`src/rtl/vga_timing_gen.sv`:
```
// vga_timing_gen: raster counters, display-active flag, delayed active-low
// hsync/vsync and line/frame strobes for a 640x480@60 Hz scan on vga_clk.
// Optional feature macro: VGA_FRAME_CNT_EN adds a 16-bit frame_count output
// that counts frame_start pulses and wraps 65535 -> 0.
// SYNC_DELAY is legal from 0 to 4; 0 makes hs/vs a combinational passthrough.
module vga_timing_gen #(
  parameter int H_VISIBLE  = 640,
  parameter int H_FRONT    = 16,
  parameter int H_SYNC     = 96,
  parameter int H_BACK     = 48,
  parameter int V_VISIBLE  = 480,
  parameter int V_FRONT    = 10,
  parameter int V_SYNC     = 2,
  parameter int V_BACK     = 33,
  parameter int SYNC_DELAY = 1
) (
  input  logic        vga_clk,
  input  logic        reset,
  output logic [9:0]  DrawX,
  output logic [9:0]  DrawY,
  output logic        blank,
  output logic        hs,
  output logic        vs,
  output logic        sync,
  output logic        line_start,
  output logic        frame_start
`ifdef VGA_FRAME_CNT_EN
  ,
  output logic [15:0] frame_count
`endif
);

  localparam int H_TOTAL = H_VISIBLE + H_FRONT + H_SYNC + H_BACK;
  localparam int V_TOTAL = V_VISIBLE + V_FRONT + V_SYNC + V_BACK;

  localparam logic [9:0] H_LAST     = 10'(H_TOTAL - 1);
  localparam logic [9:0] V_LAST     = 10'(V_TOTAL - 1);
  localparam logic [9:0] H_VIS_L    = 10'(H_VISIBLE);
  localparam logic [9:0] V_VIS_L    = 10'(V_VISIBLE);
  localparam logic [9:0] HS_START   = 10'(H_VISIBLE + H_FRONT);
  localparam logic [9:0] HS_END     = 10'(H_VISIBLE + H_FRONT + H_SYNC);
  localparam logic [9:0] VS_START   = 10'(V_VISIBLE + V_FRONT);
  localparam logic [9:0] VS_END     = 10'(V_VISIBLE + V_FRONT + V_SYNC);

  logic [9:0] hcount_r;
  logic [9:0] vcount_r;
  logic       hs_raw_s;
  logic       vs_raw_s;

  // Raster position: hcount sweeps each line, vcount advances at line end.
  always_ff @(posedge vga_clk) begin
    if (reset) begin
      hcount_r <= 10'd0;
      vcount_r <= 10'd0;
    end else if (hcount_r == H_LAST) begin
      hcount_r <= 10'd0;
      if (vcount_r == V_LAST) begin
        vcount_r <= 10'd0;
      end else begin
        vcount_r <= vcount_r + 10'd1;
      end
    end else begin
      hcount_r <= hcount_r + 10'd1;
    end
  end

  // Position outputs and strobes are taken straight from the counters.
  assign DrawX       = hcount_r;
  assign DrawY       = vcount_r;
  assign blank       = (hcount_r < H_VIS_L) && (vcount_r < V_VIS_L);
  assign line_start  = (hcount_r == 10'd0);
  assign frame_start = (hcount_r == 10'd0) && (vcount_r == V_VIS_L);
  assign sync        = 1'b0;

  // vcount only moves when hcount wraps to 0, so vs_raw changes only there.
  assign hs_raw_s = !((hcount_r >= HS_START) && (hcount_r < HS_END));
  assign vs_raw_s = !((vcount_r >= VS_START) && (vcount_r < VS_END));

  generate
    if (SYNC_DELAY == 0) begin : g_no_delay
      assign hs = hs_raw_s;
      assign vs = vs_raw_s;
    end else begin : g_delay
      logic [SYNC_DELAY-1:0] hs_pipe_r;
      logic [SYNC_DELAY-1:0] vs_pipe_r;

      // Sync delay line keeps hs/vs aligned with the renderers' registered colour.
      always_ff @(posedge vga_clk) begin
        if (reset) begin
          hs_pipe_r <= {SYNC_DELAY{1'b1}};
          vs_pipe_r <= {SYNC_DELAY{1'b1}};
        end else begin
          hs_pipe_r[0] <= hs_raw_s;
          vs_pipe_r[0] <= vs_raw_s;
          for (int i = 1; i < SYNC_DELAY; i++) begin
            hs_pipe_r[i] <= hs_pipe_r[i-1];
            vs_pipe_r[i] <= vs_pipe_r[i-1];
          end
        end
      end

      assign hs = hs_pipe_r[SYNC_DELAY-1];
      assign vs = vs_pipe_r[SYNC_DELAY-1];
    end
  endgenerate

`ifdef VGA_FRAME_CNT_EN
  logic [15:0] frame_count_r;

  // Frames completed: bumps on the frame_start cycle, wraps naturally at 16 bits.
  always_ff @(posedge vga_clk) begin
    if (reset) begin
      frame_count_r <= 16'd0;
    end else if (frame_start) begin
      frame_count_r <= frame_count_r + 16'd1;
    end else begin
      frame_count_r <= frame_count_r;
    end
  end

  assign frame_count = frame_count_r;
`endif

endmodule

```
`config.mk`:
```
export PLATFORM = sky130hd
export DESIGN_NAME = vga_timing_gen
export DESIGN_NICKNAME = d
export VERILOG_FILES = /design/src/rtl/vga_timing_gen.sv
export SDC_FILE = /design/constraint.sdc
export NUM_CORES = 1
export LEC_CHECK = 0
export CAP_MARGIN = 20
export CORE_MARGIN = 2
export CORE_UTILIZATION = 54
export CTS_BUF_LIST = sky130_fd_sc_hd__clkbuf_8
export DETAILED_ROUTE_END_ITERATION = 8
export PLACE_DENSITY = 0.95
export SLEW_MARGIN = 30
export SYNTH_ARGS = -nofsm -noshare
export SYNTH_HDL_FRONTEND = slang
export SYNTH_SLANG_ARGS = --single-unit
```
`constraint.sdc`:
```
create_clock -name vga_clk -period 2.9 [get_ports vga_clk]
set_input_delay 0.725 -clock vga_clk [delete_from_list [all_inputs] [get_ports vga_clk]]
set_output_delay 0.725 -clock vga_clk [all_outputs]
set_load 0.1 [all_outputs]
```
# Yosys cells after proc, flatten, opt, wreduce, memory -nomap -nowiden
# Index checks and enable logic that the tools add are counted.
# op_classes
n_reduce_logical	8
magnitude_cmp	6
muxes	1
n_eq_ne	3
addsub	2
# op_table
cell	count
$add 10x1->10 const B	2
$eq 10x10->1 const B	2
$lt 10x10->1 const B	2
$lt 10x9->1 const B	2
$eq 10x9->1 const B	1
$ge 10x10->1 const B	1
$ge 10x9->1 const B	1
$logic_not 10->1	1
$mux 10	1
$logic_and 1x1->1	4
$logic_not 1->1	2
$reduce_or 2->1	1
# totals
ff_bits	22
out_inout_bits	26
elab_cells	24

# Logic depth before layout (Yosys ltp)
# depth
word_depth	3
mapped_depth	7

# Least setup slack after synthesis
# OpenSTA, ideal clock, no wires.
# synth_timing
path_type	register -> output
startpoint	register hcount_r[2], in the netlist DrawX[2]
endpoint	output frame_start
required_time_ns	2.175
path_stages_with_launch	6
slack_ns	-3.160
path_buffers	1
arrival_ns	5.335
path_cell_list	dfxtp_1 -> clkbuf_2 -> nor4b_1 -> nand2_1 -> nor4_1 -> and4b_1
# synth_via
elab_chain_cells	2
# synth_lines
item	line_no	rtl
from (decl)	45	logic [9:0] hcount_r;
from (signal assigned)	63	hcount_r <= hcount_r + 10'd1;
$logic_not 10->1	n/a	
named net line_start	25	output logic line_start,
$logic_and 1x1->1	72	assign frame_start = (hcount_r == 10'd0) && (vcount_r == V_VIS_L);
to (decl)	26	output logic frame_start
# The timed path passes the listed nets, and every way through them passes these cells.

# Final worst setup path
# layout_timing
startpoint	register hcount_r[1], in the netlist DrawX[1]
endpoint	output frame_start
# layout_via
elab_chain_cells	2
# layout_lines
item	line_no
$logic_not 10->1	72
$logic_and 1x1->1	72
# No other way between the ends.

==> impl_metrics.ini <==
[worst_setup_path]
cpLargestDelayFamily = simple AND/OR/NAND/NOR gates
crit_path_top_delay_cell = dfxtp_4
required_ns = 2.17
crit_path_end_kind = primary output
critPathKind = reg2out
worstPathCellList = inv_1, ha_1, nor4b_2, nand2_1, nor4_4, and4b_4, buf_12
cpPeakStageDelay_ns = 0.36
cp.arrival_ns = 1.96
ff2ff_setup_slack_ns = 0.61
worstRegToRegCells = 5
r2r_start = DrawX[0]$_SDFF_PP0_
regToRegEndpoint = DrawY[2]$_SDFFE_PP0N_
critPathBufInv = 2
path_max_fanout = 5
cp-start-kind = register

[yosys]
synth.distinct_cells = 37
synth_flop_cell = dfxtp_1
synth.area.top_cells = dfxtp_1, xnor2_1, ha_1
synthesis.area_mm2 = 0.00113
synth_fp_nets = 137
synth_cells = 131
synth-seq-area-share = 0.390
yosysTopAreaCell = dfxtp_1
synth_edf_count = 0
ys_warn_count = 0
async_flop_share = 0
postSynthAreaPerCell_um2 = 8.62
ys_seq_elements = 22
yosys.area.top_type_share = 0.390

[outcome]
outcome = finished, final reports clean

[clocking]
clockRootBuffer = clkbuf_8
cts_setup_buffers = 0
clk_pin_slew_ns = 0.08
clock_latency_ns = 0.27
tritoncts = done
cts_sinks = 22
h-tree-depth = 1
hold_buffers = 0
cts_buffers = 3
clock_path_buffers = 2
ctsResizeCount = 0

[final_layout]
instances_no_fill = 183
antenna_cells = 0
drive_gt1_frac = 0.269
area_growth_pct = 29.7
final_util = 0.747
num-fill-cells = 152
multi_input_area_um2 = 648
nets = 163
post-route-cell-area_mm2 = 0.00147
seqCellArea_um2 = 459

[timing]
max_freq_ghz = 0.373
slew_violations = 0
setup_ws_ns = 0.218
setup_viol = 0
timing.final.crit_share = 0.925
worst-slew-pin-transition_ns = 0.705
max-slew-margin-rel = 0.526
holdWs_ns = 0.475
rsz0062_at_grt = false
skew_ns = 0.00427
hold_viol = 0
period_minus_slack_ns = 2.68
setup_tns_ns = 0

[power_and_ir_drop]
combinationalPowerShare = 0.131
power.share.switching = 0.250
seqPwrFrac = 0.452
vdd_ir_drop_max_mv = 0.453
total_power_uw = 687
p_int_uw = 515
power_frac_clock = 0.417
p_leak_nw = 0.525
switchingPower_uw = 172
power_density_mw_per_mm2 = 469

[global_route]
antenna_found_initial = 0
grt_use_met3 = 0.0576
grt_pass1_vias = 994
busiest_layer = met2
grt_max_degree = 16
grt_use_total = 0.242
grt_use_met2 = 0.360
grt_pass1_wl_mm = 4.56
use_met1 = 0.314
grt_overflow = 0

[routing]
vias = 1108
drt-total-wl_mm = 2.79
drtIter0Drc = 56
drc = 0
first_pass_iters = 4
vias_per_cell = 6.05
post_drt_wl_per_cell_um = 15.2
antenna_left = 0

[floorplanning]
io_pins = 28
dieHeight_um = 49.7
die-area_mm2 = 0.00247
design.core.area_mm2 = 0.00196
dieWidth_um = 49.7
initial_core_util = 0.576
fp-row-count = 16

[placed_design]
portBuffers = 26
dp_hpwl_mm = 1.83
place_area_mm2 = 0.00139
pre_cts_ws_ns = 0.525
placedCellCount = 179
gp_congestion = 0.898

[min_path]
hold_depth = 1
hold_class = reg2reg
hold_path_startpoint = DrawX[0]$_SDFF_PP0_
min_to = DrawX[0]$_SDFF_PP0_

[job]
maxCapViolCount = 0
[registers in the layout, summed over array words and instances, names as in the netlist]
register,flops
hs,1
DrawX,10
DrawY,10
vs,1
[cell type report]
cell class / count / share of cell area
flip-flops and latches: 22 / 0.313
multi-input cells: 97 / 0.442
clock buffers: 3 / 0.0282
inverters: 6 / 0.0154
repair buffers: 27 / 0.157
well taps: 27 / 0.0231
clock inverters: 1 / 0.0205
[cell families after synthesis]
logic type / Yosys count / share of synthesized area
buf+inv: 12 / 0.0587
mux: 1 / 0.00886
fa+ha+maj: 4 / 0.0443
flops: 22 / 0.390
compound gates: 13 / 0.0709
simple gates: 66 / 0.331
other cells: 1 / 0.00332
xor+xnor: 12 / 0.0930
[routing by layer]
| layer | share of wire | wire (µm) |
|---|---|---|
| met1 | 0.42 | 1180 |
| met2 | 0.46 | 1290 |
| met3 | 0.087 | 243 |
| met4 | 0.027 | 74 |
| met5 | 0 | 0 |
[power groups by stage]
stage / Combinational (mW) / Clock [mW] / Sequential, mW
floorplan: 0.0454 / 0 / 0.341
global placement: 0.0896 / 0 / 0.317
detailed placement: 0.0895 / 0 / 0.317
CTS: 0.0899 / 0.292 / 0.310
global route: 0.0934 / 0.305 / 0.311
finish: 0.0897 / 0.286 / 0.311
[cell usage after synthesis (all sizes together), types with 2 or more instances]
cell and instances:
a21oi 6, and3 2, buf 4, clkbuf 2, dfxtp 22, ha 4, inv 6, nand2 10
nand3 7, nand4 6, nor2 11, nor3 10, nor4 6, o21ai 2, o31ai 2, o41ai 2
or4 2, or4b 2, xnor2 9, xor2 3
[how the worst max path moves through the flow]
| stage | startpoint | to | slack (ns) | cells past startpoint |
|---|---|---|---|---|
| 6_report | DrawX[1]$_SDFF_PP0_ | frame_start | 0.22 | 7 |
| 4_1_cts | DrawX[1]$_SDFF_PP0_ | frame_start | 0.21 | 7 |
| 3_3_place_gp | DrawX[0]$_SDFF_PP0_ | frame_start | 0.54 | 7 |
| 5_1_grt | DrawX[1]$_SDFF_PP0_ | frame_start | 0.11 | 7 |
| 3_5_place_dp | DrawX[1]$_SDFF_PP0_ | frame_start | 0.53 | 7 |
| 2_1_floorplan | DrawX[2]$_SDFF_PP0_ | frame_start | -0.54 | 5 |
[layout by cell type (no fill, tap or decap), types with 2 or more instances in the layout]
cell type and n:
dfxtp_1 15, nor4_1 5, nor2_1 11, dfxtp_4 4, dfxtp_2 3, and3_1 2, or4_1 2, nand3_1 7
inv_1 5, or4b_1 2, nand2_1 10, clkbuf_8 3, buf_12 2, buf_4 24, o21ai_0 2, o41ai_1 2
nand4_1 6, o31ai_1 2, xnor2_1 9, ha_1 4, xor2_1 3, nor3_1 9, a21oi_1 6
(Power assumes the default switching activity.)
